**src/rtl/ex_entity_arbiter_if.sv**
```systemverilog
// Request/result channel bundle between client units and ex_entity_arbiter.
// Per-requester operands are packed at [i*NBITS +: NBITS].
interface ex_entity_arbiter_if #(
    parameter int NREQ  = 4,
    parameter int NBITS = 8,
    parameter int IDW   = 2
);
    logic [NREQ-1:0]       req_valid;
    logic [NREQ*NBITS-1:0] req_a;
    logic [NREQ*NBITS-1:0] req_b;
    logic [NREQ-1:0]       req_ready;
    logic                  res_valid;
    logic                  res_ready;
    logic [NBITS-1:0]      res_data;
    logic [IDW-1:0]        res_id;

    modport master (
        output req_valid,
        output req_a,
        output req_b,
        output res_ready,
        input  req_ready,
        input  res_valid,
        input  res_data,
        input  res_id
    );

    modport slave (
        input  req_valid,
        input  req_a,
        input  req_b,
        input  res_ready,
        output req_ready,
        output res_valid,
        output res_data,
        output res_id
    );
endinterface

```
**src/rtl/ex_entity_arbiter.sv**
```systemverilog
// Round-robin arbiter sharing one ExEntity datapath (A + B - DELTA) among NREQ clients.
// One request in flight at a time: IDLE grant -> EXEC -> DONE handoff.
module ex_entity #(
    parameter int NBITS = 8,
    parameter int DELTA = 16
) (
    input  logic [NBITS-1:0] in_a_i,
    input  logic [NBITS-1:0] in_b_i,
    output logic [NBITS-1:0] out_data_o
);
    // Wraps modulo 2^NBITS; no carry or borrow is reported.
    assign out_data_o = in_a_i + in_b_i - NBITS'(DELTA);
endmodule

module ex_entity_arbiter #(
    parameter  int NBITS = 8,
    parameter  int DELTA = 16,
    parameter  int NREQ  = 4,
    localparam int IDW   = (NREQ > 1) ? $clog2(NREQ) : 1
) (
    input  logic                clk_i,
    input  logic                rst_i,
    ex_entity_arbiter_if.slave  bus,
    output logic                busy_o
);
    typedef enum logic [1:0] {
        IDLE = 2'd0,
        EXEC = 2'd1,
        DONE = 2'd2
    } state_t;

    state_t           state_q, state_d;
    logic [IDW-1:0]   ptr_q, ptr_d;
    logic [NBITS-1:0] op_a_q, op_a_d;
    logic [NBITS-1:0] op_b_q, op_b_d;
    logic [IDW-1:0]   id_q, id_d;
    logic [NBITS-1:0] res_data_q, res_data_d;
    logic [IDW-1:0]   res_id_q, res_id_d;
    logic             res_valid_q, res_valid_d;

    logic             found;
    logic [IDW-1:0]   grant_idx;
    logic [IDW:0]     scan_idx;
    logic [IDW:0]     next_ptr;
    logic [NBITS-1:0] ex_out;

    // First valid requester at or after the pointer, wrapping mod NREQ.
    always_comb begin
        found     = 1'b0;
        grant_idx = '0;
        scan_idx  = '0;
        for (int k = 0; k < NREQ; k++) begin
            scan_idx = {1'b0, ptr_q} + (IDW+1)'(k);
            if (scan_idx >= (IDW+1)'(NREQ)) begin
                scan_idx = scan_idx - (IDW+1)'(NREQ);
            end
            if (!found && bus.req_valid[scan_idx[IDW-1:0]]) begin
                found     = 1'b1;
                grant_idx = scan_idx[IDW-1:0];
            end
        end
    end

    always_comb begin
        next_ptr = {1'b0, grant_idx} + (IDW+1)'(1);
        if (next_ptr >= (IDW+1)'(NREQ)) begin
            next_ptr = '0;
        end
    end

    always_comb begin
        bus.req_ready = '0;
        if (state_q == IDLE && found && !rst_i) begin
            bus.req_ready[grant_idx] = 1'b1;
        end
    end

    ex_entity #(
        .NBITS (NBITS),
        .DELTA (DELTA)
    ) u_ex_entity (
        .in_a_i     (op_a_q),
        .in_b_i     (op_b_q),
        .out_data_o (ex_out)
    );

    always_comb begin
        state_d     = state_q;
        ptr_d       = ptr_q;
        op_a_d      = op_a_q;
        op_b_d      = op_b_q;
        id_d        = id_q;
        res_data_d  = res_data_q;
        res_id_d    = res_id_q;
        res_valid_d = res_valid_q;
        unique case (state_q)
            IDLE: begin
                if (found) begin
                    op_a_d  = bus.req_a[grant_idx*NBITS +: NBITS];
                    op_b_d  = bus.req_b[grant_idx*NBITS +: NBITS];
                    id_d    = grant_idx;
                    ptr_d   = next_ptr[IDW-1:0];
                    state_d = EXEC;
                end
            end
            EXEC: begin
                res_data_d  = ex_out;
                res_id_d    = id_q;
                res_valid_d = 1'b1;
                state_d     = DONE;
            end
            DONE: begin
                // Handoff cycle never grants; the next grant waits for IDLE.
                if (bus.res_ready) begin
                    res_valid_d = 1'b0;
                    state_d     = IDLE;
                end
            end
            default: begin
                state_d = IDLE;
            end
        endcase
    end

    always_ff @(posedge clk_i or posedge rst_i) begin
        if (rst_i) begin
            state_q     <= IDLE;
            ptr_q       <= '0;
            op_a_q      <= '0;
            op_b_q      <= '0;
            id_q        <= '0;
            res_data_q  <= '0;
            res_id_q    <= '0;
            res_valid_q <= 1'b0;
        end else begin
            state_q     <= state_d;
            ptr_q       <= ptr_d;
            op_a_q      <= op_a_d;
            op_b_q      <= op_b_d;
            id_q        <= id_d;
            res_data_q  <= res_data_d;
            res_id_q    <= res_id_d;
            res_valid_q <= res_valid_d;
        end
    end

    assign bus.res_valid = res_valid_q;
    assign bus.res_data  = res_data_q;
    assign bus.res_id    = res_id_q;
    assign busy_o        = (state_q != IDLE);
endmodule

```
**src/flat_wrapper.sv**
```systemverilog
// flat-port wrapper written by rule: the top's interface ports become plain ports
module ex_entity_arbiter_flat 
#(
    parameter  int NBITS = 8,
    parameter  int DELTA = 16,
    parameter  int NREQ  = 4,
    localparam int IDW   = (NREQ > 1) ? $clog2(NREQ) : 1
)
  (clk_i, rst_i, busy_o, bus_req_valid, bus_req_a, bus_req_b, bus_res_ready, bus_req_ready, bus_res_valid, bus_res_data, bus_res_id);
  ex_entity_arbiter_if #(.NREQ(NREQ), .NBITS(NBITS), .IDW((2))) bus_i ();
  input  logic clk_i;
  input  logic rst_i;
  output logic busy_o;
  input wire logic [$bits(bus_i.req_valid)-1:0] bus_req_valid;
  input wire logic [$bits(bus_i.req_a)-1:0] bus_req_a;
  input wire logic [$bits(bus_i.req_b)-1:0] bus_req_b;
  input wire logic [$bits(bus_i.res_ready)-1:0] bus_res_ready;
  output wire logic [$bits(bus_i.req_ready)-1:0] bus_req_ready;
  output wire logic [$bits(bus_i.res_valid)-1:0] bus_res_valid;
  output wire logic [$bits(bus_i.res_data)-1:0] bus_res_data;
  output wire logic [$bits(bus_i.res_id)-1:0] bus_res_id;
  assign bus_i.req_valid = bus_req_valid;
  assign bus_i.req_a = bus_req_a;
  assign bus_i.req_b = bus_req_b;
  assign bus_i.res_ready = bus_res_ready;
  assign bus_req_ready = bus_i.req_ready;
  assign bus_res_valid = bus_i.res_valid;
  assign bus_res_data = bus_i.res_data;
  assign bus_res_id = bus_i.res_id;
  ex_entity_arbiter #(.NBITS(NBITS), .DELTA(DELTA), .NREQ(NREQ)) u_core (.clk_i(clk_i), .rst_i(rst_i), .bus(bus_i), .busy_o(busy_o));
endmodule
```
**config.mk**
```make
export PLATFORM = sky130hd
export DESIGN_NAME = ex_entity_arbiter_flat
export DESIGN_NICKNAME = d
export VERILOG_FILES = /design/src/rtl/ex_entity_arbiter_if.sv /design/src/rtl/ex_entity_arbiter.sv /design/src/flat_wrapper.sv
export SDC_FILE = /design/constraint.sdc
export NUM_CORES = 1
export LEC_CHECK = 0
export ABC_AREA = 1
export CORE_UTILIZATION = 36
export CTS_CLUSTER_DIAMETER = 40
export DETAILED_ROUTE_END_ITERATION = 10
export SLEW_MARGIN = 20
export SYNTH_ARGS = -nofsm -noshare
export SYNTH_HDL_FRONTEND = slang
export SYNTH_HIERARCHICAL = 1
export SYNTH_SLANG_ARGS = --single-unit
```
**constraint.sdc**
```tcl
create_clock -name clk_i -period 4.45 [get_ports clk_i]
set_input_delay 0.89 -clock clk_i [delete_from_list [all_inputs] [get_ports clk_i]]
set_output_delay 0.89 -clock clk_i [all_outputs]
set_load 0.01 [all_outputs]
```
==> results.sh <==
export IMPL_status="completed"
export IMPL_cts_made_buffers=5
export IMPL_cts_max_level=2
export IMPL_place_area_sq_um=3640
export IMPL_top_usage_layer="met2"
export IMPL_first_pass_iters=4
export IMPL_cts_resized=0
export IMPL_min_path_cells=2
export IMPL_overflow=0
export IMPL_grtUsageMet3=0.0351
export IMPL_fmax_ghz=0.248
export IMPL_drt_iter0_drc=84
export IMPL_drc=0
export IMPL_num_antenna_cells=0
export IMPL_place_gp_congestion=0.788
export IMPL_rsz0062_at_grt="no"
export IMPL_grt_use_total=0.179
export IMPL_cp_start_kind="primary input"
export IMPL_period_share=0.905
export IMPL_cts_setup_buffers=0
export IMPL_synth_top_area_frac=0.329
export IMPL_grt_max_degree=34
export IMPL_routed_via_density=4.56
export IMPL_ys_warnings_count=6
export IMPL_synth_cell_types=28
export IMPL_drv_slew=0
export IMPL_wire_per_inst_um=10.7
export IMPL_synth_seq_cells=33
export IMPL_grt_pass1_vias=2711
export IMPL_drive_gt1_frac=0.0738
export IMPL_fp_dieW_um=89.0
export IMPL_dp_hpwl_mm=5.18
export IMPL_crit_path_end_kind="output port"
export IMPL_antenna_found_initial=0
export IMPL_syn_nets=519
export IMPL_fp_row_count=31
export IMPL_cts_sinks=33
export IMPL_gr_usage_met1=0.224
export IMPL_stdcell_area_sq_um=3740
export IMPL_ys_top_cells_by_area="nand2_1 (33%), dfrtp_1 (30%), nand3_1 (7.2%)"
export IMPL_io_pin_count=87
export IMPL_cp_startpoint="bus_req_valid[0]"
export IMPL_hp_class="flip-flop to flip-flop"
export IMPL_fin_skew_ps=5.77
export IMPL_vias=2797
export IMPL_port_buffers=86
export IMPL_hold_buffers=0
export IMPL_required_ps=3560
export IMPL_timing_final_hold_violations=0
export IMPL_root_buffer="clkbuf_8"
export IMPL_initial_core_util=0.374
export IMPL_layout_commonest_cell="nand2_1"
export IMPL_grt_pass1_wl_mm=11.2
export IMPL_r2r_start="u_core/ptr_q[0]"
export IMPL_layout_common_cells="nand2_1 (239), clkdlybuf4s50_1 (86), nand3_1 (39), inv_1 (36), dfrtp_1 (33)"
export IMPL_core_region_area_sq_um=7290
export IMPL_maxSlewHeadroom=0.574
export IMPL_worst_r2r_setup_slack_ps=2050
export IMPL_synth_yosys_seq_area_share=0.303
export IMPL_rr_endpoint="u_core/ptr_q[1]"
export IMPL_irDropWorstVdd_uv=340
export IMPL_dieArea_sq_um=7930
export IMPL_maxCapViolations=0
export IMPL_hp_start="u_core/bus.res_data[2]"
export IMPL_postSynthCellCount=433
export IMPL_worst_pin_slew_ps=637
export IMPL_wirelength_mm=6.56
export IMPL_die_height_um=89.0
export IMPL_power_density_nw_per_um2=837
export IMPL_cp_max_fo=19
export IMPL_crit_type="primary input to output port"
export IMPL_yosysTopAreaCell="nand2_1"
export IMPL_crit_arrival_ps=3140
export IMPL_cts_tree="yes"
export IMPL_drtAntennaViolNets=0
export IMPL_met2_usage=0.311
export IMPL_worstSkewPairLatency_ps=290
export IMPL_netlist_area_sq_um=2730
export IMPL_final_setup_tns_ps=0
export IMPL_setup_viol_count_final=0
export IMPL_synth_area_per_cell_sq_um=6.30
export IMPL_period_minus_slack_ps=4030
export IMPL_power_leakage_uw=0.00203
export IMPL_reg2reg_depth=12
export IMPL_hold_path_end="u_core/bus.res_data[2]"
export IMPL_fill_cells=771
export IMPL_syn2layout_area_growth_pct=37.1
export IMPL_clkTransAtPathRegs_ps=70
export IMPL_nNetsFinal=600
export IMPL_cts_buffer_depth=2
[stage by stage]
stage	setup WS [ps]	instances	util	power (uW)	hold slack, ps
floorplan	1400	433	-	2400	449
global placement	489	606	0.499	2860	453
detailed placement	424	606	0.499	2890	458
CTS	420	614	0.513	3160	475
global route	247	614	0.513	3520	493
finish	421	614	0.513	3130	469
[cell families after synthesis]
kind of cell / share of synthesized area
buffers and inverters: 0.101
XOR/XNOR: 0.00964
AND/OR/NAND/NOR: 0.491
AO/OA/AOI/OAI: 0.0243
adder cells (fa/ha/maj): 0.0716
flip-flops: 0.303
[synth_stat cells]
cell type / count
fa_1: 1
nand2_1: 239
nand3_1: 39
nand2_2: 10
clkbuf_1: 3
nand3_4: 1
ha_1: 14
nor3_1: 4
nand3_2: 2
nor2_8: 1
inv_6: 1
inv_1: 36
xnor2_1: 3
buf_6: 4
buf_2: 8
nand2_4: 2
dfrtp_1: 33
buf_4: 3
o21bai_1: 1
a21oi_1: 5
o21ai_2: 1
nor2_4: 2
nand3b_1: 3
inv_2: 3
or2_1: 1
nor2_2: 1
nor2_1: 7
o21ai_0: 5
[worst max path at each step]
stage,slack (ps),to,cells past startpoint
global placement,490,bus_req_ready[3],14
global route,250,bus_req_ready[3],14
CTS,420,bus_req_ready[3],14
detailed placement,420,bus_req_ready[3],14
floorplan,1400,bus_req_ready[0],3
finish,420,bus_req_ready[3],14
[area by class of cell]
class,count,area [sq um],area share
Tap cell,99,124,0.0331
Clock buffer,7,96.3,0.0258
Sequential cell,33,826,0.221
Timing Repair Buffer,92,906,0.242
Inverter,40,155,0.0415
Multi-Input combinational cell,342,1630,0.435
Clock inverter,1,5.00,0.00134
[layer usage]
metal  vias to the layer above  wire (um)
met1                      1239       3260
met3                         6        307
met5                         -          0
met4                         0         76
met2                        66       2920
li1                       1486          -
[worst max-delay path: stages]
cell and delay, ps:
clkdlybuf4s50_1 480, inv_1 50, nand2_1 90, nand3_1 80, nand2_1 130, inv_1 100, nand3_4 110, nor2_4 50
nor2_8 250, inv_6 130, ha_1 220, inv_1 50, nor2_1 30, clkdlybuf4s50_1 470
[flip-flops by register name (all words and copies together), names as in the netlist]
signal and cells:
u_core/state_q 2, u_core/bus.res_id 2, u_core/bus.res_valid 1, u_core/ptr_q 2, u_core/op_a_q 8, u_core/op_b_q 8, u_core/bus.res_data 8, u_core/id_q 2
[report_power, final]
part	internal (uW)	switching [uW]	total (uW)
logic	880	1450	2330
registers	455	97.7	552
clock network	140	109	248
(Power assumes the default switching activity.)
